--- src/rtl/opb_register_ppc2simulink_pkg.sv ---
// Shared definitions for OPB slave register blocks.
// Holds the register offsets, the ack FSM state encoding, the latched request
// payload, the conversion between OPB [0:31] and user [31:0] bit ordering,
// and the byte-enable merge.
package opb_reg_pkg;

  localparam int unsigned DATA_W = 32;
  localparam int unsigned BE_W   = 4;
  localparam int unsigned OFS_W  = 6;
  localparam int unsigned CNT_W  = 16;

  localparam logic [OFS_W-1:0] OFS_DATA   = 6'd0;
  localparam logic [OFS_W-1:0] OFS_WCOUNT = 6'd1;

  typedef enum logic [1:0] {
    ST_IDLE = 2'd0,
    ST_ACK  = 2'd1,
    ST_GAP  = 2'd2
  } ack_state_e;

  // One accepted OPB beat, already converted to user bit ordering.
  typedef struct packed {
    logic [OFS_W-1:0]  ofs;
    logic [DATA_W-1:0] wdata;
    logic [BE_W-1:0]   be;     // be[3] is OPB_BE[0] (user bits 31:24)
    logic              rnw;
  } opb_req_t;

  // OPB bit 0 is the MSB; it lands on user bit 31.
  function automatic logic [31:0] opb_to_user(input logic [0:31] v);
    logic [31:0] r;
    for (int i = 0; i < 32; i++) r[31-i] = v[i];
    return r;
  endfunction

  function automatic logic [0:31] user_to_opb(input logic [31:0] v);
    logic [0:31] r;
    for (int i = 0; i < 32; i++) r[i] = v[31-i];
    return r;
  endfunction

  // Replace only the enabled bytes of old_v with new_v.
  function automatic logic [31:0] be_merge(input logic [31:0] old_v,
                                           input logic [31:0] new_v,
                                           input logic [3:0]  be);
    logic [31:0] r;
    r = old_v;
    for (int i = 0; i < 4; i++) begin
      if (be[i]) r[8*i +: 8] = new_v[8*i +: 8];
    end
    return r;
  endfunction

endpackage

--- src/rtl/opb_register_ppc2simulink_if.sv ---
// OPB slave bus bundle.
// master: drives OPB_* request signals; slave: drives Sl_* response signals.
// Vectors keep the OPB big-endian numbering (bit 0 = MSB).
interface opb_if;
  logic [0:31] OPB_ABus;
  logic [0:3]  OPB_BE;
  logic [0:31] OPB_DBus;
  logic        OPB_RNW;
  logic        OPB_select;
  logic        OPB_seqAddr;
  logic [0:31] Sl_DBus;
  logic        Sl_xferAck;
  logic        Sl_errAck;
  logic        Sl_retry;
  logic        Sl_toutSup;

  modport master (
    output OPB_ABus, OPB_BE, OPB_DBus, OPB_RNW, OPB_select, OPB_seqAddr,
    input  Sl_DBus, Sl_xferAck, Sl_errAck, Sl_retry, Sl_toutSup
  );

  modport slave (
    input  OPB_ABus, OPB_BE, OPB_DBus, OPB_RNW, OPB_select, OPB_seqAddr,
    output Sl_DBus, Sl_xferAck, Sl_errAck, Sl_retry, Sl_toutSup
  );
endinterface

--- src/rtl/opb_register_ppc2simulink_ack_fsm.sv ---
// Generic OPB slave sequencer: address window decode, request latch and the
// IDLE -> ACK -> GAP handshake.
// Ports:
//   clk, rst          clock, synchronous active-high reset
//   abus, wdata, be,  request fields in user bit ordering
//   rnw, select
//   accept_c          hit sampled in IDLE this cycle (combinational)
//   req_c             request decoded from the live bus (combinational)
//   req_q             request latched on accept
//   ack_q             registered transfer acknowledge (high in ACK)
//   commit_c          ACK cycle of a write; commit at the end of this cycle
module opb_slave_ack_fsm
  import opb_reg_pkg::*;
#(
  parameter logic [31:0] C_BASEADDR = 32'hFFFF_FFFF,
  parameter logic [31:0] C_HIGHADDR = 32'h0000_0000
) (
  input  logic                clk,
  input  logic                rst,
  input  logic [31:0]         abus,
  input  logic [DATA_W-1:0]   wdata,
  input  logic [BE_W-1:0]     be,
  input  logic                rnw,
  input  logic                select,
  output logic                accept_c,
  output opb_req_t            req_c,
  output opb_req_t            req_q,
  output logic                ack_q,
  output logic                commit_c
);

  ack_state_e state_q, state_d;
  opb_req_t   req_d;
  logic       ack_d;
  logic       hit_c;
  logic [31:0] rel_addr_c;

  // Window decode and offset extraction from the live bus.
  always_comb begin
    rel_addr_c  = abus - C_BASEADDR;
    hit_c       = select && (abus >= C_BASEADDR) && (abus <= C_HIGHADDR);
    req_c.ofs   = rel_addr_c[7:2];
    req_c.wdata = wdata;
    req_c.be    = be;
    req_c.rnw   = rnw;
  end

  // State register.
  always_ff @(posedge clk) begin
    if (rst) begin
      state_q <= ST_IDLE;
      ack_q   <= 1'b0;
      req_q   <= '0;
    end else begin
      state_q <= state_d;
      ack_q   <= ack_d;
      req_q   <= req_d;
    end
  end

  // Next-state logic; GAP ignores select so a held select re-hits in IDLE.
  always_comb begin
    state_d = state_q;
    case (state_q)
      ST_IDLE: if (hit_c) state_d = ST_ACK;
      ST_ACK:  state_d = ST_GAP;
      ST_GAP:  state_d = ST_IDLE;
      default: state_d = ST_IDLE;
    endcase
  end

  // Output logic: latch on accept, ack follows the ACK state.
  always_comb begin
    accept_c = (state_q == ST_IDLE) && hit_c;
    req_d    = req_q;
    if (accept_c) req_d = req_c;
    ack_d    = (state_d == ST_ACK);
    commit_c = (state_q == ST_ACK) && !req_q.rnw;
  end

endmodule

--- src/rtl/opb_register_ppc2simulink.sv ---
// PPC-writable control register on OPB.
// Offset 0x00: data register (byte-enable writes, readable), with a one-cycle
// user_data_valid strobe per effective write. Offset 0x04: read-only 16-bit
// count of effective writes. Other offsets read 0 and ignore writes.
// Ports:
//   OPB_Clk, OPB_Rst  clock, synchronous active-high reset
//   bus               OPB slave port (request in, Sl_* response out)
//   user_data_out     register contents, bit 31 = OPB bit 0
//   user_data_valid   one-cycle strobe after an effective write to 0x00
module opb_register_ppc2simulink
  import opb_reg_pkg::*;
#(
  parameter logic [31:0] C_BASEADDR    = 32'hFFFF_FFFF,
  parameter logic [31:0] C_HIGHADDR    = 32'h0000_0000,
  parameter int          C_OPB_AWIDTH  = 32,
  parameter int          C_OPB_DWIDTH  = 32,
  parameter string       C_FAMILY      = "virtex6",
  parameter logic [31:0] C_RESET_VALUE = 32'h0000_0000
) (
  input  logic        OPB_Clk,
  input  logic        OPB_Rst,
  opb_if.slave        bus,
  output logic [31:0] user_data_out,
  output logic        user_data_valid
);

  logic              accept_c;
  logic              commit_c;
  logic              ack_q;
  opb_req_t          req_c;
  opb_req_t          req_q;

  logic [DATA_W-1:0] data_q, data_d;
  logic [CNT_W-1:0]  wcount_q, wcount_d;
  logic              valid_q, valid_d;
  logic [DATA_W-1:0] sl_dbus_q, sl_dbus_d;

  opb_slave_ack_fsm #(
    .C_BASEADDR (C_BASEADDR),
    .C_HIGHADDR (C_HIGHADDR)
  ) u_ack_fsm (
    .clk      (OPB_Clk),
    .rst      (OPB_Rst),
    .abus     (opb_to_user(bus.OPB_ABus)),
    .wdata    (opb_to_user(bus.OPB_DBus)),
    .be       ({bus.OPB_BE[0], bus.OPB_BE[1], bus.OPB_BE[2], bus.OPB_BE[3]}),
    .rnw      (bus.OPB_RNW),
    .select   (bus.OPB_select),
    .accept_c (accept_c),
    .req_c    (req_c),
    .req_q    (req_q),
    .ack_q    (ack_q),
    .commit_c (commit_c)
  );

  // Readback is captured on accept so it reflects state at the hit edge;
  // the write commit happens at the end of ACK.
  always_comb begin
    data_d    = data_q;
    wcount_d  = wcount_q;
    valid_d   = 1'b0;
    sl_dbus_d = '0;
    if (accept_c && req_c.rnw) begin
      case (req_c.ofs)
        OFS_DATA:   sl_dbus_d = data_q;
        OFS_WCOUNT: sl_dbus_d = {16'd0, wcount_q};
        default:    sl_dbus_d = '0;
      endcase
    end
    if (commit_c && (req_q.ofs == OFS_DATA) && (req_q.be != 4'b0000)) begin
      data_d   = be_merge(data_q, req_q.wdata, req_q.be);
      wcount_d = wcount_q + 16'd1;
      valid_d  = 1'b1;
    end
  end

  // Register state; reset drops any write still sitting in ACK.
  always_ff @(posedge OPB_Clk) begin
    if (OPB_Rst) begin
      data_q    <= C_RESET_VALUE;
      wcount_q  <= '0;
      valid_q   <= 1'b0;
      sl_dbus_q <= '0;
    end else begin
      data_q    <= data_d;
      wcount_q  <= wcount_d;
      valid_q   <= valid_d;
      sl_dbus_q <= sl_dbus_d;
    end
  end

  assign bus.Sl_DBus      = user_to_opb(sl_dbus_q);
  assign bus.Sl_xferAck   = ack_q;
  assign bus.Sl_errAck    = 1'b0;
  assign bus.Sl_retry     = 1'b0;
  assign bus.Sl_toutSup   = 1'b0;
  assign user_data_out    = data_q;
  assign user_data_valid  = valid_q;

endmodule

--- src/flat_wrapper.sv ---
// flat-port wrapper written by rule: the top's interface ports become plain ports
module opb_register_ppc2simulink_flat import opb_reg_pkg::*;
#(
  parameter logic [31:0] C_BASEADDR    = 32'hFFFF_FFFF,
  parameter logic [31:0] C_HIGHADDR    = 32'h0000_0000,
  parameter int          C_OPB_AWIDTH  = 32,
  parameter int          C_OPB_DWIDTH  = 32,
  parameter string       C_FAMILY      = "       ",
  parameter logic [31:0] C_RESET_VALUE = 32'h0000_0000
)
  (OPB_Clk, OPB_Rst, user_data_out, user_data_valid, bus_OPB_ABus, bus_OPB_BE, bus_OPB_DBus, bus_OPB_RNW, bus_OPB_select, bus_OPB_seqAddr, bus_Sl_DBus, bus_Sl_xferAck, bus_Sl_errAck, bus_Sl_retry, bus_Sl_toutSup);
  opb_if bus_i ();
  input  logic OPB_Clk;
  input  logic OPB_Rst;
  output logic [31:0] user_data_out;
  output logic user_data_valid;
  input wire logic [$bits(bus_i.OPB_ABus)-1:0] bus_OPB_ABus;
  input wire logic [$bits(bus_i.OPB_BE)-1:0] bus_OPB_BE;
  input wire logic [$bits(bus_i.OPB_DBus)-1:0] bus_OPB_DBus;
  input wire logic [$bits(bus_i.OPB_RNW)-1:0] bus_OPB_RNW;
  input wire logic [$bits(bus_i.OPB_select)-1:0] bus_OPB_select;
  input wire logic [$bits(bus_i.OPB_seqAddr)-1:0] bus_OPB_seqAddr;
  output wire logic [$bits(bus_i.Sl_DBus)-1:0] bus_Sl_DBus;
  output wire logic [$bits(bus_i.Sl_xferAck)-1:0] bus_Sl_xferAck;
  output wire logic [$bits(bus_i.Sl_errAck)-1:0] bus_Sl_errAck;
  output wire logic [$bits(bus_i.Sl_retry)-1:0] bus_Sl_retry;
  output wire logic [$bits(bus_i.Sl_toutSup)-1:0] bus_Sl_toutSup;
  assign bus_i.OPB_ABus = bus_OPB_ABus;
  assign bus_i.OPB_BE = bus_OPB_BE;
  assign bus_i.OPB_DBus = bus_OPB_DBus;
  assign bus_i.OPB_RNW = bus_OPB_RNW;
  assign bus_i.OPB_select = bus_OPB_select;
  assign bus_i.OPB_seqAddr = bus_OPB_seqAddr;
  assign bus_Sl_DBus = bus_i.Sl_DBus;
  assign bus_Sl_xferAck = bus_i.Sl_xferAck;
  assign bus_Sl_errAck = bus_i.Sl_errAck;
  assign bus_Sl_retry = bus_i.Sl_retry;
  assign bus_Sl_toutSup = bus_i.Sl_toutSup;
  opb_register_ppc2simulink #(.C_BASEADDR(C_BASEADDR), .C_HIGHADDR(C_HIGHADDR), .C_OPB_AWIDTH(C_OPB_AWIDTH), .C_OPB_DWIDTH(C_OPB_DWIDTH), .C_FAMILY(C_FAMILY), .C_RESET_VALUE(C_RESET_VALUE)) u_core (.OPB_Clk(OPB_Clk), .OPB_Rst(OPB_Rst), .bus(bus_i), .user_data_out(user_data_out), .user_data_valid(user_data_valid));
endmodule
--- config.mk ---
export PLATFORM = sky130hd
export DESIGN_NAME = opb_register_ppc2simulink_flat
export DESIGN_NICKNAME = d
export VERILOG_FILES = /design/src/rtl/opb_register_ppc2simulink_pkg.sv /design/src/rtl/opb_register_ppc2simulink_if.sv /design/src/rtl/opb_register_ppc2simulink_ack_fsm.sv /design/src/rtl/opb_register_ppc2simulink.sv /design/src/flat_wrapper.sv
export SDC_FILE = /design/constraint.sdc
export NUM_CORES = 1
export LEC_CHECK = 0
export BUFFER_PORTS_ARGS = -buffer_cell sky130_fd_sc_hd__buf_2
export CELL_PAD_IN_SITES_DETAIL_PLACEMENT = 1
export CELL_PAD_IN_SITES_GLOBAL_PLACEMENT = 1
export CORE_ASPECT_RATIO = 0.75
export CORE_MARGIN = 1
export CORE_UTILIZATION = 31
export DETAILED_ROUTE_END_ITERATION = 8
export PLACE_DENSITY = 0.76
export RECOVER_POWER = 50
export SKIP_CTS_REPAIR_TIMING = 1
export SYNTH_ARGS = -nofsm -noshare
export SYNTH_HDL_FRONTEND = slang
export SYNTH_SLANG_ARGS = --single-unit
--- constraint.sdc ---
create_clock -name OPB_Clk -period 1.7 [get_ports OPB_Clk]
set_clock_uncertainty 0.1 [all_clocks]
set_input_delay 0.085 -clock OPB_Clk [delete_from_list [all_inputs] [get_ports OPB_Clk]]
set_output_delay 0.085 -clock OPB_Clk [all_outputs]
set_load 0.01 [all_outputs]
==> key figures <==
Outcome
  • Status: completed

Run
  • MaxCap Viol Count: 0

Setup path
  • CP Data Required Time: 1.80 ns
  • WP data arrival: 1.66 ns
  • Category of the worst setup path launch point: register
  • Crit end category: register
  • CP Max Fanout: 8
  • Kind of critical path: register to register

GRT
  • Overflow after GRT: 0
  • Met3 usage: 0.0562
  • GR peak layer: met2
  • Initial antenna violation count: 0
  • First-pass GRT wire length: 8.14 mm
  • Total global-route track usage: 0.106
  • Maximum number of pins on one net before global-route repair: 33
  • Grt met1 use: 0.116
  • Vias in the first global route: 1794
  • GRT met2 Usage: 0.170

Power and ir drop
  • VDD IR max: 0.632 mV
  • PD cells: 1200 nW/um^2
  • Total power: 0.00475 W
  • P_leak: 1.94 nW

Clocking
  • CTS Root Cell: clkbuf_16
  • CTS Sinks: 111
  • Reg clk slew, reported paths: 0.07 ns
  • Worst-Skew Late Latency: 0.33 ns
  • CTS tree: built
  • Longest Clk Path Bufs: 2
  • # H-tree levels: 3
  • CTS Buf Count: 9

Synthesis
  • Cell accounting for the most synthesized area: dfxtp_1
  • Register bit total from synthesis: 111
  • Post-synth top cells: dfxtp_1, nor2b_1, nor2_1, mux2i_1, clkbuf_1
  • Synth unique cells: 12
  • Fraction of the mapped netlist area in simple logic gates: 0.154
  • Synth area leaders: dfxtp_1, mux2i_1, nor2b_1, nor2_1, clkbuf_1
  • Top-count cell post-synth: dfxtp_1
  • XOR/XNOR Fraction of Synth Area: 0
  • Sequential area share after synthesis: 0.719
  • Post-synth top flop: dfxtp_1
  • Area share of the largest cell type after synthesis: 0.719
  • Cells after Synth: 245
  • Post-synthesis area per instance: 12.6 um^2
  • Ys async rst share: 0
  • Area fraction in compound gates after synthesis: 0
  • Adder-cell share of the synthesized area: 0
  • Mapped Area: 3090 um^2
  • Largest family of logic cells by synthesized area: simple AND/OR/NAND/NOR gates
  • EDFF count, synth: 0
  • Synth warn: 0
  • Multiplexer share of the synthesized area: 0.104

Route
  • DR vias: 1900
  • Detail Route Antenna Nets: 0
  • Wire per inst: 10.4 um
  • Starting DRC count in detailed routing: 70
  • DR vias/cell: 3.90
  • 1st-pass router iterations: 3
  • # DRC: 0
  • Aggregate routed wire length: 5.07 mm

Placed design
  • Inst Count DP: 471
  • IO buf count: 67
  • Gpl congestion: 0.709
  • Placed Area: 3730 um^2
  • Hpwl dp: 3.46 mm

Cells and area
  • Area growth from synthesis to layout: 27.9%
  • Layout Cells excl Fill: 487
  • FILL cells: 1103
  • Share of cells above drive strength 1: 0.175
  • Final Cell Area: 3950 um^2
  • Diode count: 0
  • Util after Layout: 0.409
  • Final Net Count: 423

Die
  • IO Count: 142
  • DIE AREA: 10400 um^2
  • Die height: 88.5 um
  • Core Box Area: 9660 um^2
  • DIE WIDTH: 117 um
  • Row cnt: 31
  • Initial Utilization: 0.320

STA
  • Period Utilization, post-route: 0.919
  • Pins over their slew limit: 0
  • Worst Tran Pin Value: 0.806 ns
  • Setup_tns: 0 ns
  • RSZ-0062 raised after global routing: no
  • Final min period: 1.56 ns
  • Final hold vios: 0
  • Count of final setup violators: 0
  • Fmax: 640 MHz
  • Worst slew margin: 0.462

Worst hold path
  • Path category of the worst min-delay check: input port to register
## path summary, 6_finish.rpt
kind	from	to	slack, ns	cells past startpoint
worst max-delay path	u_core.u_ack_fsm.req_q[37]	u_core.user_data_out[17]	0.14	5
worst min-delay path	OPB_Rst	u_core.user_data_out[15]	0.20	2
worst max register to register	u_core.u_ack_fsm.req_q[37]	u_core.user_data_out[17]	0.14	5
worst min register to register	u_core.u_ack_fsm.req_q[12]	u_core.u_ack_fsm.req_q[12]	0.37	1
## routing by layer
metal  share of wire  vias to the layer above  wire length, um
met4           0.018                        0               89
li1                -                      946                -
met5               0                        -                0
met3           0.061                        8              310
met1            0.44                      901             2240
met2            0.48                       45             2430
## sequential cells by signal (all words and copies together) (netlist names)
| signal | cells |
|---|---|
| u_core.bus.Sl_DBus | 32 |
| u_core.u_ack_fsm.req_q | 43 |
| u_core.u_ack_fsm.ack_q | 1 |
| u_core.user_data_valid | 1 |
| u_core.u_ack_fsm.state_q | 2 |
| u_core.user_data_out | 32 |
## layout by cell type, fill, tap and decap left out
master       n
clkbuf_16    9
nand4_1      5
nor2b_1     45
nor4_4       1
dfxtp_1    111
buf_2       38
clkbuf_2     2
nor3_2       1
clkbuf_1    29
buf_4        4
mux2i_1     32
clkinv_2     5
conb_1      37
clkinv_4     1
or4_1        1
nor2_1      33
bufinv_16    1
## worst max-delay path, cell delays in order, from the launching register on
cell and delay [ns]:
dfxtp_1 0.33, nor4_4 0.39, nand4_1 0.14, buf_4 0.22
mux2i_1 0.18, nor2_1 0.07
## final cells by class
cell class	count	area, um^2	share of cell area
flip-flops and latches	111	2220	0.563
well taps	132	165	0.0418
multi-input cells	155	935	0.237
clock inverters	7	63.8	0.0162
clock buffers	9	225	0.0570
repair buffers	73	339	0.0858
## kinds of logic after synthesis
kind of cell	count (synthesis)
DFF	111
and+or+nand+nor	86
muxes	32
buffers and inverters	15
other	1
## where the power goes
part	total [W]	switching, W	internal, W
clock	0.00200	0.000869	0.00113
combinational	0.0000963	0.0000751	0.0000213
sequential	0.00265	0.00000967	0.00264
## through the flow
stage | setup slack [ns] | hold WS (ns)
floorplan | 0.0999 | 0.277
global placement | 0.202 | 0.352
detailed placement | 0.157 | 0.354
CTS | 0.147 | 0.0470
global route | 0.0402 | 0.257
finish | 0.138 | 0.201
No activity file was read; power rests on OpenSTA's default activity.
